`config.mk`:
```
export PLATFORM = sky130hd
export DESIGN_NAME = microinstruction_pipe_flat
export DESIGN_NICKNAME = d
export VERILOG_FILES = /design/src/rtl/microinstruction_pipe_if.sv /design/src/rtl/microinstruction_pipe.sv /design/src/flat_wrapper.sv
export SDC_FILE = /design/constraint.sdc
export NUM_CORES = 1
export LEC_CHECK = 0
export CAP_MARGIN = 10
export CORE_ASPECT_RATIO = 1.25
export CORE_MARGIN = 2
export CORE_UTILIZATION = 45
export CTS_CLUSTER_DIAMETER = 100
export CTS_CLUSTER_SIZE = 8
export DETAILED_ROUTE_END_ITERATION = 8
export PLACE_DENSITY = 0.81
export SLEW_MARGIN = 25
export SYNTH_ARGS = -nofsm -noshare
export SYNTH_HDL_FRONTEND = slang
export SYNTH_SLANG_ARGS = --single-unit
export TNS_END_PERCENT = 10
```
`constraint.sdc`:
```
create_clock -name clock -period 1.65 [get_ports clock]
set_input_delay 0.2475 -clock clock [delete_from_list [all_inputs] [get_ports clock]]
set_output_delay 0.2475 -clock clock [all_outputs]
set_load 0.005 [all_outputs]
```
`src/rtl/microinstruction_pipe_if.sv`:
```
// Handshake and data bundle between the microinstruction sequencer, the
// C/T pipeline register and the execution datapath.
interface microinstruction_pipe_if #(
    parameter int C_WIDTH = 6,
    parameter int T_WIDTH = 7,
    parameter int DEPTH   = 3
) ();
    localparam int OCC_W = $clog2(DEPTH + 1);

    logic [C_WIDTH-1:0] C_in;
    logic [T_WIDTH-1:0] T_in;
    logic               in_valid;
    logic               in_ready;
    logic [C_WIDTH-1:0] C_out;
    logic [T_WIDTH-1:0] T_out;
    logic               out_valid;
    logic               out_ready;
    logic               flush;
    logic [OCC_W-1:0]   occupancy;

    // Drives the pipe: sequencer side plus consumer ready and flush.
    modport master (
        output C_in, T_in, in_valid, out_ready, flush,
        input  in_ready, C_out, T_out, out_valid, occupancy
    );

    // The pipe itself.
    modport slave (
        input  C_in, T_in, in_valid, out_ready, flush,
        output in_ready, C_out, T_out, out_valid, occupancy
    );
endinterface

```
`src/rtl/microinstruction_pipe.sv`:
```
// Multi-stage C/T microinstruction pipeline register with per-stage valid
// bits, bubble-collapsing valid/ready handshake and synchronous flush.
// Empty or squashed stages always carry NOP_C/NOP_T, never stale data.
module microinstruction_pipe #(
    parameter int                 C_WIDTH = 6,
    parameter int                 T_WIDTH = 7,
    parameter int                 DEPTH   = 3,
    parameter logic [C_WIDTH-1:0] NOP_C   = '0,
    parameter logic [T_WIDTH-1:0] NOP_T   = '0
) (
    input  logic                   clock,
    input  logic                   reset,
    microinstruction_pipe_if.slave bus
);
    localparam int OCC_W = $clog2(DEPTH + 1);

    logic [DEPTH-1:0]              valid_q, valid_d;
    logic [DEPTH-1:0][C_WIDTH-1:0] c_q, c_d;
    logic [DEPTH-1:0][T_WIDTH-1:0] t_q, t_d;
    logic [OCC_W-1:0]              occ_q, occ_d;

    logic [DEPTH:0] rdy_s;
    logic           in_ready_s;
    logic           in_xfer_s;
    logic           out_xfer_s;

    // Ready chain from the consumer back to the input; a stage can load when
    // it is empty or when everything downstream of it is moving.
    always_comb begin
        rdy_s        = '0;
        rdy_s[DEPTH] = bus.out_ready;
        for (int k = DEPTH - 1; k >= 0; k--) begin
            rdy_s[k] = ~valid_q[k] | rdy_s[k+1];
        end
        in_ready_s = rdy_s[0] & ~bus.flush & ~reset;
        in_xfer_s  = bus.in_valid & in_ready_s;
        out_xfer_s = valid_q[DEPTH-1] & bus.out_ready;
    end

    // Next-state for every stage and the occupancy counter.
    always_comb begin
        valid_d = valid_q;
        c_d     = c_q;
        t_d     = t_q;
        occ_d   = occ_q;
        if (bus.flush) begin
            valid_d = '0;
            for (int k = 0; k < DEPTH; k++) begin
                c_d[k] = NOP_C;
                t_d[k] = NOP_T;
            end
            occ_d = '0;
        end else begin
            // Stage 0 takes the incoming microinstruction, or a NOP bubble.
            if (rdy_s[0]) begin
                valid_d[0] = in_xfer_s;
                c_d[0]     = in_xfer_s ? bus.C_in : NOP_C;
                t_d[0]     = in_xfer_s ? bus.T_in : NOP_T;
            end else begin
                valid_d[0] = valid_q[0];
                c_d[0]     = c_q[0];
                t_d[0]     = t_q[0];
            end
            // Later stages copy their predecessor; invalid ones already hold NOP.
            for (int k = 1; k < DEPTH; k++) begin
                if (rdy_s[k]) begin
                    valid_d[k] = valid_q[k-1];
                    c_d[k]     = c_q[k-1];
                    t_d[k]     = t_q[k-1];
                end else begin
                    valid_d[k] = valid_q[k];
                    c_d[k]     = c_q[k];
                    t_d[k]     = t_q[k];
                end
            end
            occ_d = occ_q + OCC_W'(in_xfer_s) - OCC_W'(out_xfer_s);
        end
    end

    // State registers with synchronous active-high reset to the empty pipe.
    always_ff @(posedge clock) begin
        if (reset) begin
            valid_q <= '0;
            for (int k = 0; k < DEPTH; k++) begin
                c_q[k] <= NOP_C;
                t_q[k] <= NOP_T;
            end
            occ_q <= '0;
        end else begin
            valid_q <= valid_d;
            c_q     <= c_d;
            t_q     <= t_d;
            occ_q   <= occ_d;
        end
    end

    // Outputs come straight from the last stage registers.
    assign bus.in_ready  = in_ready_s;
    assign bus.C_out     = c_q[DEPTH-1];
    assign bus.T_out     = t_q[DEPTH-1];
    assign bus.out_valid = valid_q[DEPTH-1];
    assign bus.occupancy = occ_q;
endmodule

```
`src/flat_wrapper.sv`:
```
// flat-port wrapper written by rule: the top's interface ports become plain ports
module microinstruction_pipe_flat 
#(
    parameter int                 C_WIDTH = 6,
    parameter int                 T_WIDTH = 7,
    parameter int                 DEPTH   = 3,
    parameter logic [C_WIDTH-1:0] NOP_C   = '0,
    parameter logic [T_WIDTH-1:0] NOP_T   = '0
)
  (clock, reset, bus_C_in, bus_T_in, bus_in_valid, bus_out_ready, bus_flush, bus_in_ready, bus_C_out, bus_T_out, bus_out_valid, bus_occupancy);
  microinstruction_pipe_if #(.C_WIDTH(C_WIDTH), .T_WIDTH(T_WIDTH), .DEPTH(DEPTH)) bus_i ();
  input  logic clock;
  input  logic reset;
  input wire logic [$bits(bus_i.C_in)-1:0] bus_C_in;
  input wire logic [$bits(bus_i.T_in)-1:0] bus_T_in;
  input wire logic [$bits(bus_i.in_valid)-1:0] bus_in_valid;
  input wire logic [$bits(bus_i.out_ready)-1:0] bus_out_ready;
  input wire logic [$bits(bus_i.flush)-1:0] bus_flush;
  output wire logic [$bits(bus_i.in_ready)-1:0] bus_in_ready;
  output wire logic [$bits(bus_i.C_out)-1:0] bus_C_out;
  output wire logic [$bits(bus_i.T_out)-1:0] bus_T_out;
  output wire logic [$bits(bus_i.out_valid)-1:0] bus_out_valid;
  output wire logic [$bits(bus_i.occupancy)-1:0] bus_occupancy;
  assign bus_i.C_in = bus_C_in;
  assign bus_i.T_in = bus_T_in;
  assign bus_i.in_valid = bus_in_valid;
  assign bus_i.out_ready = bus_out_ready;
  assign bus_i.flush = bus_flush;
  assign bus_in_ready = bus_i.in_ready;
  assign bus_C_out = bus_i.C_out;
  assign bus_T_out = bus_i.T_out;
  assign bus_out_valid = bus_i.out_valid;
  assign bus_occupancy = bus_i.occupancy;
  microinstruction_pipe #(.C_WIDTH(C_WIDTH), .T_WIDTH(T_WIDTH), .DEPTH(DEPTH), .NOP_C(NOP_C), .NOP_T(NOP_T)) u_core (.clock(clock), .reset(reset), .bus(bus_i));
endmodule
```
## Yosys cells after proc, flatten, opt, wreduce, memory -nomap -nowiden

Cells that the tools add are included.
Widths: inputs -> output; s select.

| storage, ports and cells | value |
|---|---|
| input port bits | 18 |
| bits in registers | 44 |

| cells by class | value |
|---|---|
| muxes and demuxes | 2 |
| reduce and logical (&&, ||, !) cells | 1 |
| $add $sub $neg | 2 |
| bitwise gates (word level) | 12 |

Operator list:

| operator | count |
|---|---|
| $mux 7 | 1 |
| $mux 6 | 1 |
| $not 1->1 | 5 |
| $and 1x1->1 | 4 |
| $or 1x1->1 | 3 |
| $add 2x1->2 | 1 |
| $reduce_or 2->1 | 1 |
| $sub 2x1->2 | 1 |

## Longest topological paths before layout

Gate-level depths: netlist of the first run.

| logic depth | value |
|---|---|
| depth after elaboration | 9 |
| depth in mapped cells | 7 |

## Least setup slack after synthesis of the first run

OpenSTA, ideal clock, no wires.

| timing | value |
|---|---|
| path type | register to register |
| start | reg u_core.valid_q[2] |
| end | reg u_core.occ_q[1], in the netlist u_core.bus.occupancy[1] |
| buffers on the path | 1 |
| cell stages (with the launch flop) | 8 |
| data arrival time | 1.473 ns |
| setup slack | 0.060 ns |
| required time | 1.533 ns |
| cells stage by stage | dfxtp_1 -> nand4b_1 -> buf_2 -> and3_1 -> ha_1 -> xor2_1 -> xnor2_1 -> nor2_1 |

| between the ends | value |
|---|---|
| longest elaborated chain between the ends | 9 |
| elaborated cells between the ends (all ways) | 10 |
| classes of those cells | add/sub: 2; bitwise: 8 |

RTL lines:

| item | RTL line | text |
|---|---|---|
| start, declared | microinstruction_pipe.sv:17 | `logic [DEPTH-1:0] valid_q, valid_d;` |
| start signal, assigned | microinstruction_pipe.sv:90 | `valid_q <= valid_d;` |
| $not 1->1 | microinstruction_pipe.sv:33 | `rdy_s[k] = ~valid_q[k] \| rdy_s[k+1];` |
| $or 1x1->1 (3 in a row) | microinstruction_pipe.sv:33 |  |
| $and 1x1->1 (2 in a row) | microinstruction_pipe.sv:35 | `in_ready_s = rdy_s[0] & ~bus.flush & ~reset;` |
| $and 1x1->1 | microinstruction_pipe.sv:36 | `in_xfer_s = bus.in_valid & in_ready_s;` |
| net u_core.in_xfer_s | microinstruction_pipe.sv:24 | `logic in_xfer_s;` |
| $add 2x1->2 | microinstruction_pipe.sv:76 | `occ_d = occ_q + OCC_W'(in_xfer_s) - OCC_W'(out_xfer_s);` |
| $sub 2x1->2 | microinstruction_pipe.sv:76 |  |
| end signal, assigned | microinstruction_pipe.sv:88 | `occ_q <= '0;` |
| end signal, assigned | microinstruction_pipe.sv:93 | `occ_q <= occ_d;` |
| end, declared | microinstruction_pipe.sv:20 | `logic [OCC_W-1:0] occ_q, occ_d;` |

The timed path passes the listed nets, and every way through them passes these cells.
A chain may end at the register's enable or synchronous reset.

## Final worst setup path of the first run

| timing | value |
|---|---|
| start | reg u_core.valid_q[2] |
| end | out bus_out_valid |

RTL lines:

| item | RTL line | text |
|---|---|---|
| end, declared | flat_wrapper.sv:22 | `output wire logic [$bits(bus_i.out_valid)-1:0] bus_out_valid;` |

No word-level cell between the ends.

==> results of run 1 <==
[per-stage QoR]
stage | utilization | TNS (ns) | setup slack [ns] | hold slack, ns
after floorplan | - | 0 | 0.0601 | 0.399
after global placement | 0.541 | -0.509 | -0.251 | 0.439
after detailed placement | 0.541 | -1.09 | -0.255 | 0.446
after CTS | 0.576 | 0 | 0.0344 | 0.456
after global routing | 0.576 | 0 | 0.00755 | 0.477
final | 0.576 | 0 | 0.0389 | 0.452
[synth_stat cells]
cell | number | share of area
or2_2 | 1 | 0.0036
clkbuf_1 | 2 | 0.0044
buf_2 | 9 | 0.026
dfxtp_1 | 44 | 0.51
nand3b_1 | 1 | 0.0044
xnor2_1 | 1 | 0.0051
and3_1 | 1 | 0.0036
ha_1 | 2 | 0.015
and2b_1 | 1 | 0.0044
nand3_1 | 13 | 0.038
buf_4 | 16 | 0.070
nor2_1 | 9 | 0.020
nand2_1 | 65 | 0.14
nand4b_1 | 1 | 0.0051
nand2b_1 | 1 | 0.0036
and3b_1 | 1 | 0.0051
xor2_1 | 1 | 0.0051
a21oi_1 | 39 | 0.11
and4b_1 | 1 | 0.0058
inv_1 | 2 | 0.0044
and2_1 | 2 | 0.0073
[metal layers]
| metal | track usage | vias to the layer above | part of all wire |
|---|---|---|---|
| met5 | 0 | - | 0 |
| li1 | - | 722 | - |
| met2 | 0.277 | 31 | 0.50 |
| met3 | 0.0426 | 6 | 0.040 |
| met4 | 0.0758 | 0 | 0.018 |
| met1 | 0.204 | 625 | 0.44 |
[worst paths after layout]
path / startpoint / slack, ns / cells after the start / endpoint
worst max-delay path: u_core.valid_q[2] / 0.04 / 2 / bus_out_valid
worst min register to register: u_core.c_q[6] / 0.45 / 2 / u_core.c_q[6]
worst max register to register: u_core.valid_q[2] / 0.17 / 7 / u_core.bus.occupancy[1]
worst min-delay path: u_core.c_q[6] / 0.45 / 2 / u_core.c_q[6]
[cell type report]
| class | instances | area, sq um |
|---|---|---|
| fill | 328 | 1580 |
| sequential | 44 | 881 |
| multi-input combinational | 140 | 657 |
| timing repair buffer | 43 | 419 |
| clock buffer | 5 | 68.8 |
| clock inverter | 2 | 60.1 |
| tap | 40 | 50.0 |
| inverter | 2 | 7.51 |
[sequential cells by signal, indices dropped and copies added (netlist names)]
signal	cells
u_core.bus.C_out	6
u_core.valid_q	3
u_core.c_q	12
u_core.bus.T_out	7
u_core.t_q	14
u_core.bus.occupancy	2
[cell families (layout without fill, tap and decap cells)]
kind of cell / Yosys count / after routing
xor+xnor: 2 / 2
fa+ha+maj: 2 / 2
flops: 44 / 44
buf+inv: 29 / 52
simple gates: 97 / 97
compound gates: 39 / 39
[power groups by stage]
stage	clock (uW)	combinational [uW]	sequential, uW
after global routing	995	118	1090
final	940	106	1080
after floorplan	0	46.7	1110
after CTS	955	107	1080
after global placement	0	105	1110
after detailed placement	0	106	1110
[what timing repair did]
item	in CTS	in global routing
setup endpoints to repair	1	0
resized for setup	2	0
endpoints found under the hold margin	0	0
[critical path: stages, from the launching register on]
cell and delay [ns]:
dfxtp_1 0.40, buf_4 0.16, clkdlybuf4s50_1 0.50
==> reports/qor.txt, run 1 <==
Post-Synth Adder-Cell Area - 0.0146
synthesized area - 1720 sq um
HP Class - flop to flop
starting density of the core - 0.461
I/O Buffers - 34
CORE AREA - 3720 sq um
largest net degree at the start of global routing - 44
share of cells above drive strength 1 - 0.0763
Final period util - 0.976
clk_lat worst skew - 0.30 ns
Post-Syn Area per Cell - 8.05 sq um
dpl cells - 269
Max clock buf depth - 2
leakage - 0.000764 uW
internal power - 1730 uW
largest family of logic cells by synthesized area - simple AND/OR/NAND/NOR gates
Die Area - 4330 sq um
skew final - 0.00976 ns
Congestion Overflow GR - 0
P per Cell Area - 994 nW/um^2
synth unique cells - 21
Reg clk slew, reported paths - 0.08 ns
status - complete, no violations
post-DP HPWL - 2270 um
critical path class - flop to output port
crit path DAT - 1.36 ns
post-synthesis sequential area ratio - 0.513
Area growth, synth to finish - 24.9%
clk root buf - clkbuf_8
minimum clock period - 1.61 ns
crit end category - output port
vias in the first global route - 1305
postcts setup bufs - 0
All-Layer GR Usage - 0.168
# diodes - 0
Compound-Gate Fraction of Synth Area - 0.114
CTS tree - done
DR iter-0 viols - 35
drt pass-1 iters - 4
most common cell after layout, fill and taps aside - nand2_1
H-tree depth - 2
DRC viols - 0
Tot Pwr - 2130 uW
clock power share - 0.441
critical path startpoint category - flop
xor/xnor cell area share of the yosys netlist - 0.0102
WL/cell - 11.7 um
critical path fanouts, max - 5
VDD IR max - 483 uV
MaxCap Viol Count - 0
global-route wire length before repair - 5530 um
mux cell area share after synthesis - 0
Final Hold Fails - 0
Final Slew Violations - 0
# rows - 25
Placed Area - 2010 sq um
die width - 59.2 um
Design Area, Final - 2140 sq um
clock sink count - 44
initial antenna violation count - 0
Highest Clock Rate - 0.621 GHz
final setup vio count - 0
CP Data Required Time - 1.40 ns
Max-slew headroom - 0.677
Routed WL - 3220 um
CTS Buf Count - 5
synthesis-stage register bit count - 44
Synth Warn # - 0
Final Instance Count excl. Fillers - 276
final net count - 256
RSZ-0062 raised after global routing - false
Psw - 398 uW
Synth Instances - 213
IO Count - 35
combinational power share - 0.050
most frequent cells in the layout - nand2_1 (65), dfxtp_1 (44), a21oi_1 (39), clkdlybuf4s50_1 (33), nand3_1 (13)
Hold Buf Count CTS - 0
vias per cell - 5.01
Net Sw Frac - 0.187
total number of vias - 1384
number of routed nets with antenna violations - 0
worst slew pin tran - 0.485 ns
Reg power frac - 0.509
simple-gate share of the synthesized area - 0.243
Placer Congestion - 0.749
Die Height - 73.0 um
Synth Net Count - 233
Note: power is estimated with default switching activity, not from simulation.
==> run 2, diff against run 1 <==
Settings changed: CORE_UTILIZATION 45 to 50, PLACE_DENSITY 0.81 to 0.85, SLEW_MARGIN 25 to 20.
Clock period 1.65 ns to 1.7 ns, I/O delays scaled along.
==> reports/qor.txt, run 2 (synthesis gave the netlist of run 1 again) <==
MaxCap Viol Count - 0
H-tree depth - 2
Placer Congestion - 0.740
Die Area - 3920 sq um
clock power share - 0.365
Area growth, synth to finish - 23.3%
most frequent cells in the layout - nand2_1 (65), dfxtp_1 (43), a21oi_1 (39), clkdlybuf4s50_1 (32), nand3_1 (13)
vias in the first global route - 1300
Congestion Overflow GR - 0
RR Endpoint - u_core.bus.occupancy[1]
worst slew pin tran - 0.408 ns
crit path DAT - 1.32 ns
# rows - 23
CORE AREA - 3250 sq um
initial antenna violation count - 0
Setup TNS - 0 ns
All-Layer GR Usage - 0.179
P per Cell Area - 860 nW/um^2
reg2reg path depth - 7
most common cell after layout, fill and taps aside - nand2_1
Final period util - 0.927
critical path class - input port to output port
CTS tree - done
clk root buf - clkbuf_8
Final Slew Violations - 0
crit-path max cell delay - 0.41 ns
Net Sw Frac - 0.216
largest net degree at the start of global routing - 44
drt pass-1 iters - 4
final setup margin - 0.124 ns
crit-path leading delay family - buffers and inverters
WHS - 0.451 ns
Hold Buf Count CTS - 0
Reg power frac - 0.578
Max-slew headroom - 0.728
HP Class - flop to flop
clk_lat worst skew - 0.30 ns
reg2reg setup slack - 0.22 ns
leakage - 0.000766 uW
VDD IR max - 714 uV
Die Height - 69.5 um
minimum clock period - 1.58 ns
number of routed nets with antenna violations - 0
Psw - 392 uW
vias per cell - 5.05
FF-to-FF Start - u_core.valid_q[2]
final net count - 257
Max clock buf depth - 2
Final Hold Fails - 0
post-DP HPWL - 2270 um
critical path startpoint category - input port
HP Start - u_core.bus.C_out[3]
pre-CTS WS - -0.190 ns
total number of vias - 1390
Reg clk slew, reported paths - 0.08 ns
WHS Path Cells - 2
CTS Buf Count - 5
CP Data Required Time - 1.44 ns
largest reg by FF count - u_core.t_q
skew final - 0.00279 ns
combinational power share - 0.056
CP Cell Sequence - clkdlybuf4s50_1 > or2_2 > nor2_2 > dlygate4sd2_1
crit end category - output port
DRC viols - 0
status - complete, no violations
clock sink count - 44
Min-Delay Endpoint - u_core.bus.C_out[3]
Final Instance Count excl. Fillers - 275
CP Buf/Inv Count - 2
starting density of the core - 0.528
critical path fanouts, max - 2
Routed WL - 3260 um
WL/cell - 11.9 um
Tot Pwr - 1820 uW
final setup vio count - 0
IO Count - 35
DR iter-0 viols - 32
internal power - 1430 uW
dpl cells - 267
# diodes - 0
RSZ-0062 raised after global routing - false
share of cells above drive strength 1 - 0.0882
I/O Buffers - 34
Highest Clock Rate - 0.634 GHz
number of flip-flops in the largest register - 14
cell at the slowest stage of the critical path - clkdlybuf4s50_1
global-route wire length before repair - 5550 um
die width - 56.4 um
[run 2: cell count changes in the layout (fill, tap and decap cells not counted)]
cell / previous run / this run
buf_4: 8 / 9
dfxtp_2: 0 / 1
clkinv_2: 0 / 2
dlymetal6s2s_1: 0 / 1
clkbuf_8: 5 / 6
dfxtp_1: 44 / 43
clkdlybuf4s50_1: 33 / 32
bufinv_16: 2 / 0
[run 2: how the worst max path moves through the flow]
stage               slack [ns]                      end               from  depth (start not counted)
global placement         -0.19             bus_in_ready          bus_flush                          4
global route              0.08             bus_in_ready          bus_flush                          4
CTS                       0.11             bus_in_ready          bus_flush                          4
floorplan                 0.11  u_core.bus.occupancy[1]  u_core.valid_q[2]                          7
finish                    0.12             bus_in_ready          bus_flush                          4
detailed placement       -0.19  u_core.bus.occupancy[1]      bus_out_ready                          8
[run 2: final cells by class]
cell class | instances | area, sq um
fill | 263 | 1140
clock buffer | 6 | 82.6
clock inverter | 2 | 10.0
sequential | 44 | 882
multi-input combinational | 140 | 657
inverter | 2 | 7.51
tap | 37 | 46.3
timing repair buffer | 44 | 429
[run 2: worst min-delay path, delay by kind of cell, from the launching register on]
family          cells  cell delay, ns
flops               1            0.31
simple gates        1            0.05
compound gates      1            0.05
[run 2: stage by stage]
stage | instance area (sq um) | utilization
after global placement | 2020 | 0.620
after CTS | 2110 | 0.649
after detailed placement | 2020 | 0.620
after floorplan | 1720 | -
final | 2110 | 0.650
after global routing | 2110 | 0.650
[run 2: metal layers]
layer | global-route usage | routed length (um) | vias to the layer above
met5 | 0 | 0 | -
met4 | 0.0794 | 70 | 0
met3 | 0.0466 | 134 | 7
met2 | 0.307 | 1630 | 34
met1 | 0.207 | 1430 | 626
li1 | - | - | 723
[run 2: power groups by stage]
stage               clock, uW  sequential [uW]  combinational (uW)
floorplan                   0             1070                45.3
global placement            0             1080                 102
detailed placement          0             1080                 103
CTS                       667             1050                 103
global route              714             1050                 113
finish                    664             1050                 102
[run 2: what timing repair did]
item,4_1_cts,5_1_grt
gates resized for setup,2,2
pin swaps,0,1
endpoints found under the setup margin,1,1
buffers inserted,0,0
